===== src/rtl/if_pkg.sv =====
// Shared types and constants for the instruction fetch unit.
package if_pkg;

  typedef enum logic [1:0] {
    IDLE = 2'd0,
    LOAD = 2'd1,
    RUN  = 2'd2,
    HALT = 2'd3
  } if_state_e;

  localparam logic [31:0] HALT_WORD_DEFAULT = 32'hFFFF_FFFF;
  localparam int          PC_INC            = 1;

endpackage


===== src/rtl/if_imem.sv =====
// Instruction memory: one synchronous write port, one synchronous read port
// with read enable so the read register holds between fetches. No reset.
module if_imem #(
  parameter  int DATA_W = 32,
  parameter  int DEPTH  = 64,
  localparam int ADDR_W = $clog2(DEPTH)
) (
  input  logic              i_clk,
  input  logic              i_we,
  input  logic [ADDR_W-1:0] i_waddr,
  input  logic [DATA_W-1:0] i_wdata,
  input  logic              i_re,
  input  logic [ADDR_W-1:0] i_raddr,
  output logic [DATA_W-1:0] o_rdata
);

  logic [DATA_W-1:0] mem [DEPTH];
  logic [DATA_W-1:0] rdata_q;

  always_ff @(posedge i_clk) begin
    if (i_we) mem[i_waddr] <= i_wdata;
    if (i_re) rdata_q <= mem[i_raddr];
  end

  assign o_rdata = rdata_q;

endmodule


===== src/rtl/instr_fetch_unit.sv =====
// IF stage: PC, instruction memory, loader port and IDLE/LOAD/RUN/HALT control.
// Define IF_STEP_EN to add the i_step single-step input.
module instr_fetch_unit
  import if_pkg::*;
#(
  parameter  int                DATA_W    = 32,
  parameter  int                DEPTH     = 64,
  parameter  logic [DATA_W-1:0] HALT_WORD = DATA_W'(HALT_WORD_DEFAULT),
  localparam int                ADDR_W    = $clog2(DEPTH)
) (
  input  logic              i_clk,
  input  logic              i_rst,
  input  logic              i_start,
  input  logic              i_load_en,
  input  logic [ADDR_W-1:0] i_load_addr,
  input  logic [DATA_W-1:0] i_load_data,
  input  logic              i_stall,
  input  logic              i_flush,
  input  logic              i_jump,
  input  logic [DATA_W-1:0] i_jump_addr,
`ifdef IF_STEP_EN
  input  logic              i_step,
`endif
  output logic [DATA_W-1:0] o_instr,
  output logic [DATA_W-1:0] o_pc,
  output logic [DATA_W-1:0] o_pc_next,
  output logic              o_valid,
  output logic              o_halted,
  output logic              o_loading,
  output logic              o_fetch_err
);

  localparam logic [DATA_W-1:0] LAST_PC = DATA_W'(DEPTH - 1);
  localparam logic [DATA_W-1:0] MEM_TOP = DATA_W'(DEPTH);

  function automatic logic [DATA_W-1:0] pc_wrap(input logic [DATA_W-1:0] pc);
    pc_wrap = (pc == LAST_PC) ? '0 : pc + DATA_W'(PC_INC);
  endfunction

  if_state_e         state_q, state_d;
  logic [DATA_W-1:0] fetch_pc_q, fetch_pc_d;
  logic [DATA_W-1:0] pc_q, pc_d;
  logic              valid_q, valid_d;
  logic              err_q, err_d;
  logic              seen_q, seen_d;
  logic              mem_we, mem_re, step_go;
  logic [DATA_W-1:0] rdata;

`ifdef IF_STEP_EN
  assign step_go = i_step;
`else
  assign step_go = 1'b1;
`endif

  // Loader writes are dropped on a reset edge and are not accepted in HALT.
  assign mem_we = i_load_en && (state_q != HALT) && !i_rst;

  if_imem #(.DATA_W(DATA_W), .DEPTH(DEPTH)) u_imem (
    .i_clk   (i_clk),
    .i_we    (mem_we),
    .i_waddr (i_load_addr),
    .i_wdata (i_load_data),
    .i_re    (mem_re),
    .i_raddr (fetch_pc_q[ADDR_W-1:0]),
    .o_rdata (rdata)
  );

  // The RAM read register has no reset, so o_instr reads 0 until a first fetch.
  assign o_instr = seen_q ? rdata : '0;

  always_comb begin
    state_d    = state_q;
    fetch_pc_d = fetch_pc_q;
    pc_d       = pc_q;
    valid_d    = valid_q;
    err_d      = 1'b0;
    seen_d     = seen_q;
    mem_re     = 1'b0;
    case (state_q)
      IDLE, HALT: begin
        valid_d = 1'b0;
        if (i_load_en) begin
          state_d = LOAD;
        end else if (i_start) begin
          state_d    = RUN;
          fetch_pc_d = '0;
        end
      end
      LOAD: begin
        valid_d = 1'b0;
        if (!i_load_en) state_d = IDLE;
      end
      RUN: begin
        if (i_load_en) begin
          state_d    = LOAD;
          fetch_pc_d = '0;
          valid_d    = 1'b0;
        end else if (valid_q && (o_instr == HALT_WORD)) begin
          // Halt word was presented last cycle; stop without fetching further.
          state_d = HALT;
          valid_d = 1'b0;
        end else if (i_jump) begin
          valid_d = 1'b0;
          if (i_jump_addr < MEM_TOP) begin
            fetch_pc_d = i_jump_addr;
          end else begin
            fetch_pc_d = '0;
            err_d      = 1'b1;
          end
        end else if (i_flush) begin
          valid_d = 1'b0;
        end else if (!i_stall && step_go) begin
          mem_re     = 1'b1;
          seen_d     = 1'b1;
          pc_d       = fetch_pc_q;
          valid_d    = 1'b1;
          fetch_pc_d = pc_wrap(fetch_pc_q);
        end
      end
      default: state_d = IDLE;
    endcase
  end

  always_ff @(posedge i_clk or posedge i_rst) begin
    if (i_rst) begin
      state_q    <= IDLE;
      fetch_pc_q <= '0;
      pc_q       <= '0;
      valid_q    <= 1'b0;
      err_q      <= 1'b0;
      seen_q     <= 1'b0;
    end else begin
      state_q    <= state_d;
      fetch_pc_q <= fetch_pc_d;
      pc_q       <= pc_d;
      valid_q    <= valid_d;
      err_q      <= err_d;
      seen_q     <= seen_d;
    end
  end

  assign o_pc        = pc_q;
  assign o_pc_next   = pc_wrap(pc_q);
  assign o_valid     = valid_q;
  assign o_fetch_err = err_q;
  assign o_halted    = (state_q == HALT);
  assign o_loading   = (state_q == LOAD);

endmodule


===== config.mk =====
export PLATFORM = sky130hd
export DESIGN_NAME = instr_fetch_unit
export DESIGN_NICKNAME = d
export VERILOG_FILES = /design/src/rtl/if_pkg.sv /design/src/rtl/if_imem.sv /design/src/rtl/instr_fetch_unit.sv
export SDC_FILE = /design/constraint.sdc
export NUM_CORES = 2
export LEC_CHECK = 0
export BUFFER_PORTS_ARGS = -buffer_cell sky130_fd_sc_hd__buf_4
export CORE_MARGIN = 2
export CORE_UTILIZATION = 45
export CTS_CLUSTER_SIZE = 30
export DETAILED_ROUTE_END_ITERATION = 10
export GPL_TIMING_DRIVEN = 0
export HOLD_SLACK_MARGIN = 0.03
export MAX_ROUTING_LAYER = met4
export SLEW_MARGIN = 30
export SYNTH_ARGS = -nofsm -noshare
export SYNTH_HDL_FRONTEND = slang
export SYNTH_HIERARCHICAL = 1
export SYNTH_SLANG_ARGS = --single-unit

===== constraint.sdc =====
create_clock -name i_clk -period 12.3 [get_ports i_clk]
set_input_delay 1.23 -clock i_clk [delete_from_list [all_inputs] [get_ports i_clk]]
set_output_delay 1.23 -clock i_clk [all_outputs]
set_load 0.005 [all_outputs]

# --- After elaboration in Yosys (flattened, before gate mapping) ---
# Memories as Yosys holds them, arrays and structs flattened. A register that Yosys moved wholly into a read port is not among the register bits.
# Cells that the tools add are included.
word_totals:
  input_bits: 77
  ff_bits: 69
  elab_cells: 79
  mem_bits_rw: 2048
  memories: 1
classes:
  eq_ne: 16
  n_lt_le_gt_ge: 1
  n_mux: 37
  bitwise: 5
  n_reduce_logical: 11
  addsub: 2
mem_list:
  columns: ["name", "depth", "width", "read_ports", "rd_clocked_by_memory_dff", "write_ports", "line_no", "text"]
  rows:
  - ["u_imem.mem", 64, 32, 1, 1, 1, "if_imem.sv:17", "logic [DATA_W-1:0] mem [DEPTH];"]
ops:
  columns: ["cell", "n"]
  rows:
  - ["32-bit 2-to-1 mux", 11]
  - ["32-bit by 1-bit adder with 32-bit output (second input constant)", 2]
  - ["32-bit by 6-bit equality test with 1-bit output (second input constant)", 2]
  - ["32-bit case mux with 2 select lines", 1]
  - ["32-bit equality test (second input constant)", 1]
  - ["32-bit by 7-bit less-than comparator with 1-bit output (second input constant)", 1]
  - ["1-bit 2-to-1 mux", 18]
  - ["6-bit AND reduction", 2]
  - ["2-bit 2-to-1 mux", 5]
  - ["3-bit != test (second input constant)", 3]
  - ["2-bit != test (second input constant)", 4]
  - ["4-bit != test (second input constant)", 2]
  - ["6-bit != test (second input constant)", 1]
  - ["2-bit case mux with 3 select lines", 1]
  - ["1-bit inverter", 5]
  - ["2-bit equality test (second input constant)", 2]
  - ["1-bit logical AND", 3]
  - ["3-bit AND reduction", 1]
  - ["3-bit OR reduction", 1]
  - ["2-bit by 1-bit equality test with 1-bit output (second input constant)", 1]
  - ["2-bit zero test", 1]
  - ["1-bit case mux with 2 select lines", 1]
  - ["2-bit nonzero test", 1]
  - ["2-bit OR reduction", 1]
  - ["1-bit zero test", 1]

# --- Logic depth before layout (Yosys ltp) ---
depth:
  word_depth: 8
  mapped_depth: 10
  depth_no_buf: 8

# --- By module ---
# Netlist, hierarchy kept.
modules_own_cells:
  columns: ["module", "instances", "area_per_inst_um2", "cells_per_inst"]
  rows:
  - ["if_imem", 1, 78835.6, 3324]
  - ["instr_fetch_unit", 1, 4503.1, 493]

# --- Worst setup path after synthesis ---
# OpenSTA, ideal clock, no wires.
synth_timing:
  path_kind: "input to register"
  from: "input port i_rst"
  to: "memory u_imem.mem[48][0], enable pin"
  t_arrival_ns: 4.235
  setup_slack_ns: 7.605
  stages: 4
  n_path_buf: 0
  cell_sequence: "nor3b_1 > nor2b_1 > nand4b_1 > nor3_1"
synth_via:
  elab_chain_len: 4
synth_rtl:
  columns: ["item", "line_no", "text"]
  rows:
  - ["start, declared", "instr_fetch_unit.sv:12", "input logic i_rst,"]
  - ["1-bit zero test (no source line)", null, null]
  - ["1-bit logical AND", "instr_fetch_unit.sv:56", "assign mem_we = i_load_en && (state_q != HALT) && !i_rst;"]
  - ["1-bit 2-to-1 mux", "if_imem.sv:21", "if (i_we) mem[i_waddr] <= i_wdata;"]
  - ["1-bit 2-to-1 mux (not written as such)", "if_imem.sv:21", null]
  - ["end, declared", "if_imem.sv:17", null]
# Every way passes these cells.

==> impl_metrics.py <==
metrics = {
    "floorplanning": {
        "chipHeight_um": 434.3,
        "start_util_pct": 45.42,
        "row_count": 157,
        "die_x_um": 434.3,
        "io_pins": 177,
        "die_area_um2": 188700,
        "core-area_um2": 183500,
    },
    "synth": {
        "syn-num-nets": 3899,
        "synth-adder-area-share_pct": 0.07507,
        "flops_latches_synth": 2149,
        "combinational_family_with_the_most_area_after_synthesis": "multiplexers",
        "yosys_warnings": 6,
        "compound_gate_portion_of_the_synthesized_area_pct": 2.324,
        "post_synth_mux_area_share_pct": 16.25,
        "netlist_area_before_placement_um2": 83340,
        "post_synth.cell_area_avg_um2": 21.83,
        "synth_simple_gate_area_share_pct": 2.699,
        "synth-edff-count": 2080,
        "synth_top_flop_cell": "sky130_fd_sc_hd__edfxtp_1",
        "synthesis.instances": 3817,
        "netlist-cell-type-count": 64,
        "synth_xor_area_share_pct": 0.3258,
        "synth.yosys.seq_area_share_pct": 77.02,
        "synthArstFlopShare_pct": 3.211,
    },
    "cells_and_area": {
        "area_growth_from_synthesis_to_final_layout_pct": 18.72,
        "net_count_final": 4434,
        "total_non_filler_cell_area_in_the_finished_layout_um2": 98940,
        "final.fill_count": 14000,
        "drive_above_1_share_pct": 31.74,
    },
    "global_routing": {
        "groute.layer.met2.usage_pct": 42.86,
        "antenna_found_initial": 23,
        "first_global_vias": 42400,
        "grt_remaining_overflow": 0,
        "grt_use_total_pct": 28.03,
        "gr-max-usage-layer": "met2",
        "wire_length_of_the_first_global_routing_pass_mm": 348.1,
        "grt_use_met1_pct": 37.29,
        "grt_util_met3_pct": 5.251,
        "grt_max_degree": 65,
    },
    "clocking": {
        "post_cts_hold_buffer_count": 0,
        "postCtsSetupBuffers": 0,
        "cts.sink_count": 2149,
        "clk_latency_ns": 0.86,
        "numCtsBuffers": 213,
        "clk_path_buf_depth": 3,
        "cts.root.buffer_cell": "sky130_fd_sc_hd__clkbuf_16",
        "clock_transition_at_the_registers_of_the_reported_paths_ns": 0.06,
        "clock_tree_from_tritoncts": "built",
        "h-tree-depth": 4,
        "post_cts.resized_instances": 0,
    },
    "timing": {
        "layout_worst_path_cycle_share_pct": 35.98,
        "fin_setup_tns_ns": 0,
        "crit_path_time_final_ns": 4.425,
        "slew_violations": 0,
        "max_clock_freq_mhz": 226.0,
        "whs_ns": 0.3448,
        "finalHoldViolCount": 0,
        "finalWorstSetupSlack_ns": 7.875,
        "rsz_0062_raised_after_global_routing": "false",
        "clock_skew_ns": 0.04753,
        "setup-violations-final": 0,
        "relSlewSlack_pct": 26.14,
        "worstMarginPinSlew_ns": 1.108,
    },
    "place": {
        "place_hpwl_mm": 169.5,
        "place_worst_setup_slack_ns": 7.999,
        "placed_cell_area_um2": 91770,
        "io_buffers": 171,
        "gp_congestion": 0.8870,
    },
    "min_path": {
        "hold_class": "in -> async",
    },
    "critical_path": {
        "end_kind": "flip-flop",
        "worst-setup-path-type": "reg -> reg",
        "crit_path_max_delay_cell_type": "sky130_fd_sc_hd__buf_2",
        "worstSetupStartpointType": "flip-flop",
        "crit_required_ns": 12.88,
        "worstPathArrival_ns": 5.01,
        "critPathLaunch": "fetch_pc_q[2]",
        "reg2reg_from": "fetch_pc_q[2]",
        "critPathMaxFanout": 10,
        "setup.reg_to_reg.worst_slack_ns": 7.87,
        "crit_path_cell_trace": "clkbuf_1 > buf_2 > buf_2 > buf_2 > buf_2 > mux2i_1 > a21oi_1 > a21oi_1 > nor2_1",
        "cp_slowest_stage_delay_ns": 0.67,
        "crit_path_frequent_cell": "sky130_fd_sc_hd__buf_2",
        "critical_register_to_register_path_endpoint": "u_imem/o_rdata[13]",
        "path_depth_of_the_worst_reg2reg_path": 9,
    },
    "power": {
        "switching_share_pct": 24.35,
        "combPwrFrac_pct": 12.0,
        "power.net_switching_uw": 4092,
        "share_clk_of_total_power_pct": 39.5,
        "power_leakage_uw": 0.03082,
        "p_seq_share_pct": 48.4,
        "cellPowerDensity_nw_per_um2": 169.8,
        "power.internal_uw": 12710,
        "ir_drop_v": 0.0001325,
        "total_power_uw": 16800,
    },
    "drt": {
        "number_of_routed_nets_with_antenna_violations": 0,
        "via_total_after_detailed_routing": 44270,
        "routed_wire_length_per_instance_um": 36.41,
        "totalWireLength_mm": 255.5,
        "initialDrtViolationCount": 6749,
        "detail_route.vias_per_cell": 6.310,
        "dr.pass1.iters": 5,
        "drc_errors": 0,
    },
    "job": {
        "drv.max_cap_violation_count": 0,
    },
    "status": {
        "run_status": "finished, final reports clean",
    },
}
## worst max-delay path, delay by kind of cell (launching register included)
family / cells / cell delay, ns
AOI/OAI and AO/OA: 2 / 0.53
buffers and inverters: 5 / 2.41
DFF: 1 / 0.57
muxes: 1 / 0.57
and+or+nand+nor: 1 / 0.05
## logic make-up after synthesis
kind of cell,count (synthesis)
muxes,669
buffers and inverters,221
and+or+nand+nor,447
adders and majority gates,5
AOI/OAI and AO/OA,295
xor gates and xnor gates,31
DFF,2149
## routing by layer
layer / routed length [um] / part of all wire, %
met1: 96750 / 38
met2: 120900 / 47
met3: 25300 / 9.9
met4: 12520 / 4.9
met5: 0 / 0
## cell usage in the layout, fill, tap and decap left out, types with 14 or more instances in the layout
cell / n
sky130_fd_sc_hd__inv_1: 14
sky130_fd_sc_hd__a21oi_1: 81
sky130_fd_sc_hd__nand4_1: 23
sky130_fd_sc_hd__nor3_1: 16
sky130_fd_sc_hd__nand2_1: 46
sky130_fd_sc_hd__buf_4: 209
sky130_fd_sc_hd__nor4_1: 17
sky130_fd_sc_hd__clkinv_2: 41
sky130_fd_sc_hd__bufinv_16: 30
sky130_fd_sc_hd__nand3_1: 40
sky130_fd_sc_hd__xnor2_1: 21
sky130_fd_sc_hd__buf_12: 17
sky130_fd_sc_hd__edfxtp_1: 2080
sky130_fd_sc_hd__o22ai_1: 85
sky130_fd_sc_hd__nor2b_1: 18
sky130_fd_sc_hd__o221ai_1: 27
sky130_fd_sc_hd__nor2_1: 117
sky130_fd_sc_hd__nor2_4: 63
sky130_fd_sc_hd__clkinv_1: 44
sky130_fd_sc_hd__nand2b_1: 14
sky130_fd_sc_hd__clkbuf_16: 214
sky130_fd_sc_hd__diode_2: 15
sky130_fd_sc_hd__o21ai_0: 26
sky130_fd_sc_hd__dfrtp_1: 69
sky130_fd_sc_hd__mux2i_1: 94
sky130_fd_sc_hd__clkbuf_2: 35
sky130_fd_sc_hd__a22oi_1: 15
sky130_fd_sc_hd__buf_2: 72
sky130_fd_sc_hd__buf_8: 14
sky130_fd_sc_hd__mux4_2: 544
sky130_fd_sc_hd__and3_1: 15
sky130_fd_sc_hd__clkbuf_1: 95
sky130_fd_sc_hd__and2_1: 35
sky130_fd_sc_hd__mux2_2: 31
sky130_fd_sc_hd__buf_16: 104
## power by group through the flow
| stage | registers (uW) | logic [uW] | clock network (uW) |
|---|---|---|---|
| finish | 8140 | 2020 | 6640 |
| global route | 8140 | 2100 | 7000 |
| CTS | 8140 | 2010 | 6720 |
| detailed placement | 8290 | 2010 | 0 |
| global placement | 8300 | 1970 | 0 |
| floorplan | 8270 | 1120 | 0 |
## cell usage after synthesis (all sizes together), types with 21 or more instances
library cell  count  area share (%)
edfxtp         2080              75
mux4            544              15
nor2            180            0.82
buf             121            0.86
mux2i            94             1.1
o22ai            87            0.65
clkbuf           84            0.38
a21oi            81            0.49
dfrtp            69             2.1
nand2            47            0.21
nand3            41            0.25
and2             35            0.26
mux2             31            0.42
o21ai            29            0.18
o221ai           27            0.28
nand4            23            0.17
nor4             22            0.21
xnor2            21            0.22
## stage by stage
| stage | instances | utilization, % |
|---|---|---|
| floorplan | 3817 | - |
| global placement | 6452 | 47.80 |
| detailed placement | 6601 | 50.02 |
| CTS | 7001 | 53.89 |
| global route | 7009 | 53.91 |
| finish | 7016 | 53.92 |
## state kept, by name, summed over array words and instances, names as in the netlist
register	cells
u_imem/o_rdata	32
fetch_pc_q	32
u_imem/mem	2048
seen_q	1
state_q	2
o_pc	32
o_fetch_err	1
o_valid	1
## area by class of cell
class / instances / area [um^2] / share of cell area, %
flip-flops and latches: 2149 / 64190 / 64.88
multi-input cells: 1447 / 18560 / 18.76
clock buffers: 261 / 5552 / 5.611
repair buffers: 320 / 4810 / 4.861
well taps: 2464 / 3083 / 3.116
clock inverters: 139 / 1560 / 1.577
plain buffers: 205 / 1084 / 1.095
inverters: 16 / 62.56 / 0.06323
diodes: 15 / 37.54 / 0.03794
## worst max path at each step
stage / endpoint / cells after the start
6_report: u_imem/o_rdata[13] / 9
5_1_grt: o_pc_next[26] / 8
4_1_cts: o_pc_next[26] / 7
3_5_place_dp: u_imem/o_rdata[13] / 9
3_3_place_gp: u_imem/mem[48][12] / 5
2_1_floorplan: u_imem/mem[48][0] / 4
Power figures use the tool's default switching activity.
